===== src/rtl/imem_boot_loader.sv =====
// Boot loader for the single-cycle MIPS core.
// Receives a length-prefixed, XOR-checksummed byte image over valid/ready,
// packs big-endian 32-bit words into instruction memory from word 0, and
// keeps the core in reset until the whole image has been checked.
module imem_boot_loader #(
    parameter int ADDR_W = 10
) (
    input  logic              clk,
    input  logic              rst,
    input  logic [7:0]        in_data,
    input  logic              in_valid,
    output logic              in_ready,
    output logic              imem_we,
    output logic [ADDR_W-1:0] imem_addr,
    output logic [31:0]       imem_wdata,
    output logic              cpu_rst,
    output logic              done,
    output logic              error,
    output logic [1:0]        err_code,
    output logic [ADDR_W:0]   words_loaded
);

    localparam int unsigned CAPACITY = 32'd1 << ADDR_W;

    typedef enum logic [2:0] {
        S_LEN_HI,
        S_LEN_LO,
        S_DATA,
        S_CHECK,
        S_RUN,
        S_ERROR
    } state_t;

    state_t            state_q, state_d;
    logic [15:0]       len_q, len_d;
    logic [1:0]        byte_idx_q, byte_idx_d;
    logic [23:0]       asm_q, asm_d;          // first three bytes of the word in flight
    logic [7:0]        xor_q, xor_d;
    logic [ADDR_W:0]   words_q, words_d;
    logic              imem_we_q, imem_we_d;
    logic [ADDR_W-1:0] imem_addr_q, imem_addr_d;
    logic [31:0]       imem_wdata_q, imem_wdata_d;
    logic              cpu_rst_q, cpu_rst_d;
    logic              done_q, done_d;
    logic              error_q, error_d;
    logic [1:0]        err_code_q, err_code_d;

    logic              accept;
    logic [15:0]       len_new;

    // Ready only while the image is still being consumed; rst gates it so no
    // byte is considered taken during the reset cycle.
    always_comb begin
        in_ready = !rst && (state_q == S_LEN_HI || state_q == S_LEN_LO ||
                            state_q == S_DATA   || state_q == S_CHECK);
        accept   = in_valid && in_ready;
        len_new  = {len_q[15:8], in_data};
    end

    // Next-state and datapath updates; every register holds unless a byte is taken.
    always_comb begin
        state_d      = state_q;
        len_d        = len_q;
        byte_idx_d   = byte_idx_q;
        asm_d        = asm_q;
        xor_d        = xor_q;
        words_d      = words_q;
        imem_we_d    = 1'b0;
        imem_addr_d  = imem_addr_q;
        imem_wdata_d = imem_wdata_q;
        cpu_rst_d    = cpu_rst_q;
        done_d       = done_q;
        error_d      = error_q;
        err_code_d   = err_code_q;

        case (state_q)
            S_LEN_HI: begin
                if (accept) begin
                    len_d[15:8] = in_data;
                    state_d     = S_LEN_LO;
                end
            end
            S_LEN_LO: begin
                if (accept) begin
                    len_d[7:0] = in_data;
                    if (32'(len_new) > CAPACITY) begin
                        state_d    = S_ERROR;
                        error_d    = 1'b1;
                        err_code_d = 2'b01;
                    end else if (len_new == 16'd0) begin
                        state_d = S_CHECK;
                    end else begin
                        state_d = S_DATA;
                    end
                end
            end
            S_DATA: begin
                if (accept) begin
                    xor_d      = xor_q ^ in_data;
                    asm_d      = {asm_q[15:0], in_data};
                    byte_idx_d = byte_idx_q + 2'd1;
                    if (byte_idx_q == 2'd3) begin
                        // Word complete: address is the count before this word.
                        imem_we_d    = 1'b1;
                        imem_addr_d  = words_q[ADDR_W-1:0];
                        imem_wdata_d = {asm_q, in_data};
                        words_d      = words_q + 1'b1;
                        if (32'(words_d) == 32'(len_q)) begin
                            state_d = S_CHECK;
                        end
                    end
                end
            end
            S_CHECK: begin
                if (accept) begin
                    if (in_data == xor_q) begin
                        state_d   = S_RUN;
                        done_d    = 1'b1;
                        cpu_rst_d = 1'b0;
                    end else begin
                        state_d    = S_ERROR;
                        error_d    = 1'b1;
                        err_code_d = 2'b10;
                    end
                end
            end
            S_RUN, S_ERROR: begin
                state_d = state_q;
            end
            default: begin
                state_d = S_LEN_HI;
            end
        endcase
    end

    // State and output registers; reset restarts the load and holds the core.
    always_ff @(posedge clk) begin
        if (rst) begin
            state_q      <= S_LEN_HI;
            len_q        <= '0;
            byte_idx_q   <= '0;
            asm_q        <= '0;
            xor_q        <= '0;
            words_q      <= '0;
            imem_we_q    <= 1'b0;
            imem_addr_q  <= '0;
            imem_wdata_q <= '0;
            cpu_rst_q    <= 1'b1;
            done_q       <= 1'b0;
            error_q      <= 1'b0;
            err_code_q   <= 2'b00;
        end else begin
            state_q      <= state_d;
            len_q        <= len_d;
            byte_idx_q   <= byte_idx_d;
            asm_q        <= asm_d;
            xor_q        <= xor_d;
            words_q      <= words_d;
            imem_we_q    <= imem_we_d;
            imem_addr_q  <= imem_addr_d;
            imem_wdata_q <= imem_wdata_d;
            cpu_rst_q    <= cpu_rst_d;
            done_q       <= done_d;
            error_q      <= error_d;
            err_code_q   <= err_code_d;
        end
    end

    assign imem_we      = imem_we_q;
    assign imem_addr    = imem_addr_q;
    assign imem_wdata   = imem_wdata_q;
    assign cpu_rst      = cpu_rst_q;
    assign done         = done_q;
    assign error        = error_q;
    assign err_code     = err_code_q;
    assign words_loaded = words_q;

endmodule


===== config.mk =====
export PLATFORM = sky130hd
export DESIGN_NAME = imem_boot_loader
export DESIGN_NICKNAME = d
export VERILOG_FILES = /design/src/rtl/imem_boot_loader.sv
export SDC_FILE = /design/constraint.sdc
export NUM_CORES = 1
export LEC_CHECK = 0
export BUFFER_PORTS_ARGS = -buffer_cell sky130_fd_sc_hd__buf_2
export CAP_MARGIN = 40
export CORE_UTILIZATION = 25
export DETAILED_ROUTE_END_ITERATION = 12
export GPL_TIMING_DRIVEN = 0
export PLACE_DENSITY = 0.52
export SYNTH_ARGS = -nofsm -noshare
export SYNTH_HDL_FRONTEND = slang
export SYNTH_SLANG_ARGS = --single-unit

===== constraint.sdc =====
create_clock -name clk -period 2.1 [get_ports clk]
set_input_delay 0.525 -clock clk [delete_from_list [all_inputs] [get_ports clk]]
set_output_delay 0.525 -clock clk [all_outputs]
set_load 0.01 [all_outputs]

Word level (Yosys, flattened, before mapping)
Index checks and enable logic that the tools add are counted.

Flip-flop bits (word level): 112. Bits of input ports: 11. Word-level logic and storage cells: 76.

Add/sub/neg operators: 2. $lt $le $gt $ge: 1. Equality and inequality tests: 16. Muxes and demuxes: 21. Bitwise operators: 4. Reduce and logical (&&, ||, !) cells: 18.

Operator list (number): $mux 3 (7); $eq 11x16->1 (1); $gt 16x11->1 const B (1); $logic_not 16->1 (1); $pmux 3 s5 (1); $add 11x1->11 const B (1); $ne 2x2->1 const B (5); $eq 8x8->1 (1); $mux 2 (4); $xor 8x8->8 (1); $mux 1 (7); $reduce_and 7->1 (1); $eq 3x2->1 const B (2); $eq 3x3->1 const B (2); $ne 2x1->1 const B (3); $reduce_and 2->1 (3); $reduce_and 3->1 (2); $reduce_and 5->1 (1); $pmux 2 s2 (1); $eq 3x1->1 const B (1); $logic_not 3->1 (1); $logic_or 1x1->1 (3); $not 1->1 (3); $reduce_or 3->1 (1); other kinds (7) (8).

Depth between registers and ports, before layout
Depth in word-level cells: 8. Depth in mapped cells: 9.

Worst setup path before layout
OpenSTA, ideal clock, no wires.

Path kind: input to output. Start point: input rst. End point: output in_ready. Arrival time: 1.460 ns. Setup slack: 0.115 ns. Cell stages on the path: 4. Path buffers: 3. Cell sequence: clkbuf_1 > clkbuf_1 > buf_1 > nor2_1.

Cells in the longest elaborated chain, start to end: 2.

Ends and longest elaborated chain: from (decl) (line 9) `input logic rst,`; $logic_not 1->1 (line 54) `in_ready = !rst && (state_q == S_LEN_HI || state_q == S_LEN_LO ||`; $logic_and 1x1->1 (line 54); to (decl) (line 12) `output logic in_ready,`.

Every way passes these cells.

Worst setup path after layout
Start point: register state_q[2]. End point: register asm_q[20].

Cells in the longest elaborated chain, start to end: 7. Elaborated cells between the ends (all ways): 10. Classes of those cells: eq/ne (3); reduce/logical (7).

Ends and longest elaborated chain: from (decl) (line 34) `state_t state_q, state_d;`; from (signal assigned) (line 153) `state_q <= state_d;`; $eq 3x1->1 or $logic_not 3->1 (tied branches) (line 54); $logic_or 1x1->1 (2 in a row) (line 54); $logic_or 1x1->1 (line 55) `state_q == S_DATA || state_q == S_CHECK);`; $logic_and 1x1->1 (line 54); $logic_and 1x1->1 (line 56) `accept = in_valid && in_ready;`; $reduce_and 2->1 (no source line) (*); to (signal assigned) (line 156) `asm_q <= asm_d;`; to (decl) (line 37) `logic [23:0] asm_q, asm_d;`.

Every way passes the cells marked *; elsewhere a longest branch is shown, timed or not. A chain may end at the register's enable or synchronous reset.

==> metrics.md <==
| Metric | Value |
|---|---|
| Number of synthesized flops with an enable pin | 0 |
| Post-synthesis xor/xnor area fraction | 7.45% |
| Lkg Pwr | between 2 and 2.5 nW |
| Layout cells sized above 1 | between 15 and 20% |
| Switch share | 24.2% |
| Crit-path max cell delay | 0.43 ns |
| Synth Warn # | 0 |
| Switching power | 0.00105 W |
| Via/cell ratio | 4.37 |
| Largest net degree at the start of global routing | 20 |
| FF+latch count, synth | 112 |
| Initial core utilization | 25.9% |
| Clock network fraction of total power | 43.0% |
| Slew Viols, Final | 0 |
| Synth Cell Area | 4550 sq um |
| GRT overflow | 0 |
| Design Area, Final | 5540 sq um |
| Register share of total power | a little over 50% |
| Critical path class | register to register |
| Port buffer count | 70 |
| RSZ-0062 raised after global routing | false |
| Largest family of logic cells by synthesized area | simple AND/OR/NAND/NOR gates |
| CP Capture Type | register |
| Top FF cell, synth | dfxtp_1 |
| Routability cong. | 0.739 |
| Max_slew headroom | ~58% |
| Die ar. | 18700 sq um |
| Die height | about 140 um |
| CTS clk-pin slew, worst paths | 0.07 ns |
| Finish-stage setup viols | 0 |
| Async SR Flop Fraction | 0% |
| ANT nets after route | 0 |
| Sequential area share after synthesis | approximately 49% |
| FMAX | 0.499 GHz |
| Syn nets | 557 |
| CP arrival | 2.23 ns |
| Crit path launch type | register |
| Final Hold Fails | 0 |
| Setup Skew | between 0.01 and 0.015 ns |
| Synth Area in Compound Gates | 11.9% |
| Area delta synth->final | 21.7% |
| Initial DRC Count | 216 |
| Crit path time final | between 2 and 2.5 ns |
| TritonCTS buffer count | 9 |
| Core Footprint | 17500 sq um |
| Synth cell types | 47 |
| Placed Area | 5180 sq um |
| Hpwl dp | 8.56 mm |
| H-tree depth | 3 |
| Hold Crit Class | register to register |
| Cells after synthesis | 544 |
| Synth Area in Simple Gates | a little under a quarter |
| Drt total wl | 11.8 mm |
| Die width | 137 um |
| Vias in the first global route | between 3k and 4k |
| Crit-path slowest cell | or3b_4 |
| Adder-cell share of the synthesized area | 0.550% |
| Data required time of the worst path | 2.32 ns |
| Status | finished, final reports clean |
| Tot Pwr | roughly 0.0043 W |
| Max-cap violations | 0 |
| Initial antenna violation count | 0 |
| DRC | 0 |
| Vias | 3730 |
| Most frequent CP cell | clkbuf_1 |
| Crit-path cells | buf_6 -> or3b_4 -> or2_2 -> clkbuf_1 -> clkbuf_1 -> nand2_1 -> a21oi_1 |
| CP Max Fanout | 10 |
| Total GRT Usage | 13.4% |
| Post-layout util | about a third |
| Combinational share of power | about 6.6% |
| Internal power | 0.00329 W |
| Place WS | -0.752 ns |
| Hold_buf cts | 0 |
| Worst-Skew Late Latency | ~0.36 ns |
| Syn Area/Cell | around 8.4 sq um |
| Fill cell count | 1922 |
| Layout Nets | 637 |
| Slew @ Worst Pin | 0.632 ns |
| Deepest clock path buffer count | 2 |
| Post-synthesis mux area share | 3.96% |
| Setup TNS | 0 ns |
| First-pass DRT Iterations | 4 |
| PnR worst setup slack | 0.0956 ns |
| TritonCTS clock tree | built |
| Ratio of final minimum period to clock period | 95.4% |
| TritonCTS Sinks | 112 |
| Row Count | 48 |
| Peak VDD IR | around 0.35 mV |
| Avg WL per Cell | around 14 um |
| First-pass GRT wire length | 18.9 mm |
| Root Driver | clkbuf_16 |
| Antenna cell count | 0 |
| Power density over the cells | 783 nW/um^2 |
| Num ports | 71 |
path summary, 6_finish.rpt:
path                            from                endpoint  slack, ns  depth (start not counted)
min             cpu_rst$_SDFFE_PP1P_    cpu_rst$_SDFFE_PP1P_       0.45                          2
max reg2reg  state_q[2]$_SDFFE_PP0P_  asm_q[20]$_SDFFE_PP0P_        0.1                          7
max          state_q[2]$_SDFFE_PP0P_  asm_q[20]$_SDFFE_PP0P_        0.1                          7
min reg2reg     cpu_rst$_SDFFE_PP1P_    cpu_rst$_SDFFE_PP1P_       0.45                          2
cell type report:
class	count	area, sq um	share of cell area (%)
Clock inverter	5	72.6	1.31
Inverter	5	20.0	0.362
Multi-Input combinational cell	391	2130	38.4
Timing Repair Buffer	70	350	6.33
Tap cell	225	282	5.09
Clock buffer	11	253	4.57
Buffer	35	185	3.35
Sequential cell	112	2250	40.6
worst max-delay path, delay by kind of cell (launching register included):
family                 cells  cell delay, ns
AO/OA/AOI/OAI              1            0.06
flip-flops                 1            0.31
AND/OR/NAND/NOR            3            0.86
buffers and inverters      3            0.64
cells in the mapped netlist, types with 2 or more instances:
master / n / area share, %
ha_1: 2 / 0.55
nand4_1: 4 / 0.55
or3_1: 6 / 0.83
buf_2: 8 / 0.88
mux2i_1: 18 / 4.0
nor3_1: 7 / 0.77
nand2b_1: 6 / 0.83
and2_1: 4 / 0.55
inv_1: 4 / 0.33
nand3_1: 5 / 0.55
nor2b_1: 2 / 0.27
nor3b_1: 2 / 0.33
clkbuf_1: 20 / 1.7
nor2_1: 37 / 3.1
xor2_1: 15 / 2.9
buf_1: 2 / 0.17
dfxtp_1: 112 / 49
xnor2_1: 21 / 4.0
nand2_1: 151 / 12
a41oi_1: 2 / 0.39
buf_4: 5 / 0.83
o21ai_0: 8 / 0.88
nor4_1: 2 / 0.27
or2_2: 2 / 0.27
a31oi_1: 2 / 0.27
a21oi_1: 76 / 8.4
sequential cells by signal, indices dropped and copies added, names as in the netlist:
| register | flops |
|---|---|
| asm_q | 24 |
| byte_idx_q | 2 |
| cpu_rst | 1 |
| done | 1 |
| err_code | 2 |
| error | 1 |
| imem_addr | 10 |
| imem_wdata | 32 |
| imem_we | 1 |
| len_q | 16 |
| state_q | 3 |
| words_loaded | 11 |
| xor_q | 8 |
metal layers:
layer	share of wire, %	track usage (%)
met1	51	18.8
met2	43	20.1
met3	4.0	2.44
met4	1.4	5.13
met5	0	0
stage by stage:
stage,cells,hold slack [ns]
global placement,839,0.434
global route,854,0.462
CTS,854,0.448
finish,854,0.447
detailed placement,839,0.437
floorplan,544,0.432
power groups by stage:
stage               clock network [W]  registers (W)  logic [W]
finish                        0.00186        0.00219   0.000284
global route                  0.00200        0.00219   0.000318
CTS                           0.00192        0.00219   0.000287
detailed placement                  0        0.00223   0.000290
global placement                    0        0.00223   0.000290
floorplan                           0        0.00223   0.000205
layout by cell type, fill, tap and decap left out, types with 3 or more instances in the layout:
cell type / Yosys / routed
nand2_1: 151 / 151
dfxtp_1: 112 / 110
buf_2: 8 / 80
a21oi_1: 76 / 76
nor2_1: 37 / 37
xnor2_1: 21 / 21
mux2i_1: 18 / 18
xor2_1: 15 / 15
clkbuf_1: 20 / 12
clkbuf_16: 0 / 9
o21ai_0: 8 / 8
buf_4: 5 / 7
nor3_1: 7 / 7
or3_1: 6 / 6
nand2b_1: 6 / 6
nand3_1: 5 / 5
nand4_1: 4 / 4
inv_1: 4 / 4
and2_1: 4 / 3
clkbuf_2: 0 / 3
inv_6: 0 / 3
cells by family after synthesis:
| group | after synthesis |
|---|---|
| AO/OA/AOI/OAI | 98 |
| XOR/XNOR | 37 |
| adder cells (fa/ha/maj) | 2 |
| buffers and inverters | 41 |
| flip-flops | 112 |
| multiplexers | 18 |
| AND/OR/NAND/NOR | 236 |
what timing repair did:
item	CTS	global route
gates resized for setup	13	8
endpoints found under the setup margin	44	20
buffers inserted	0	0
gates cloned	0	0
Power figures use the tool's default switching activity.
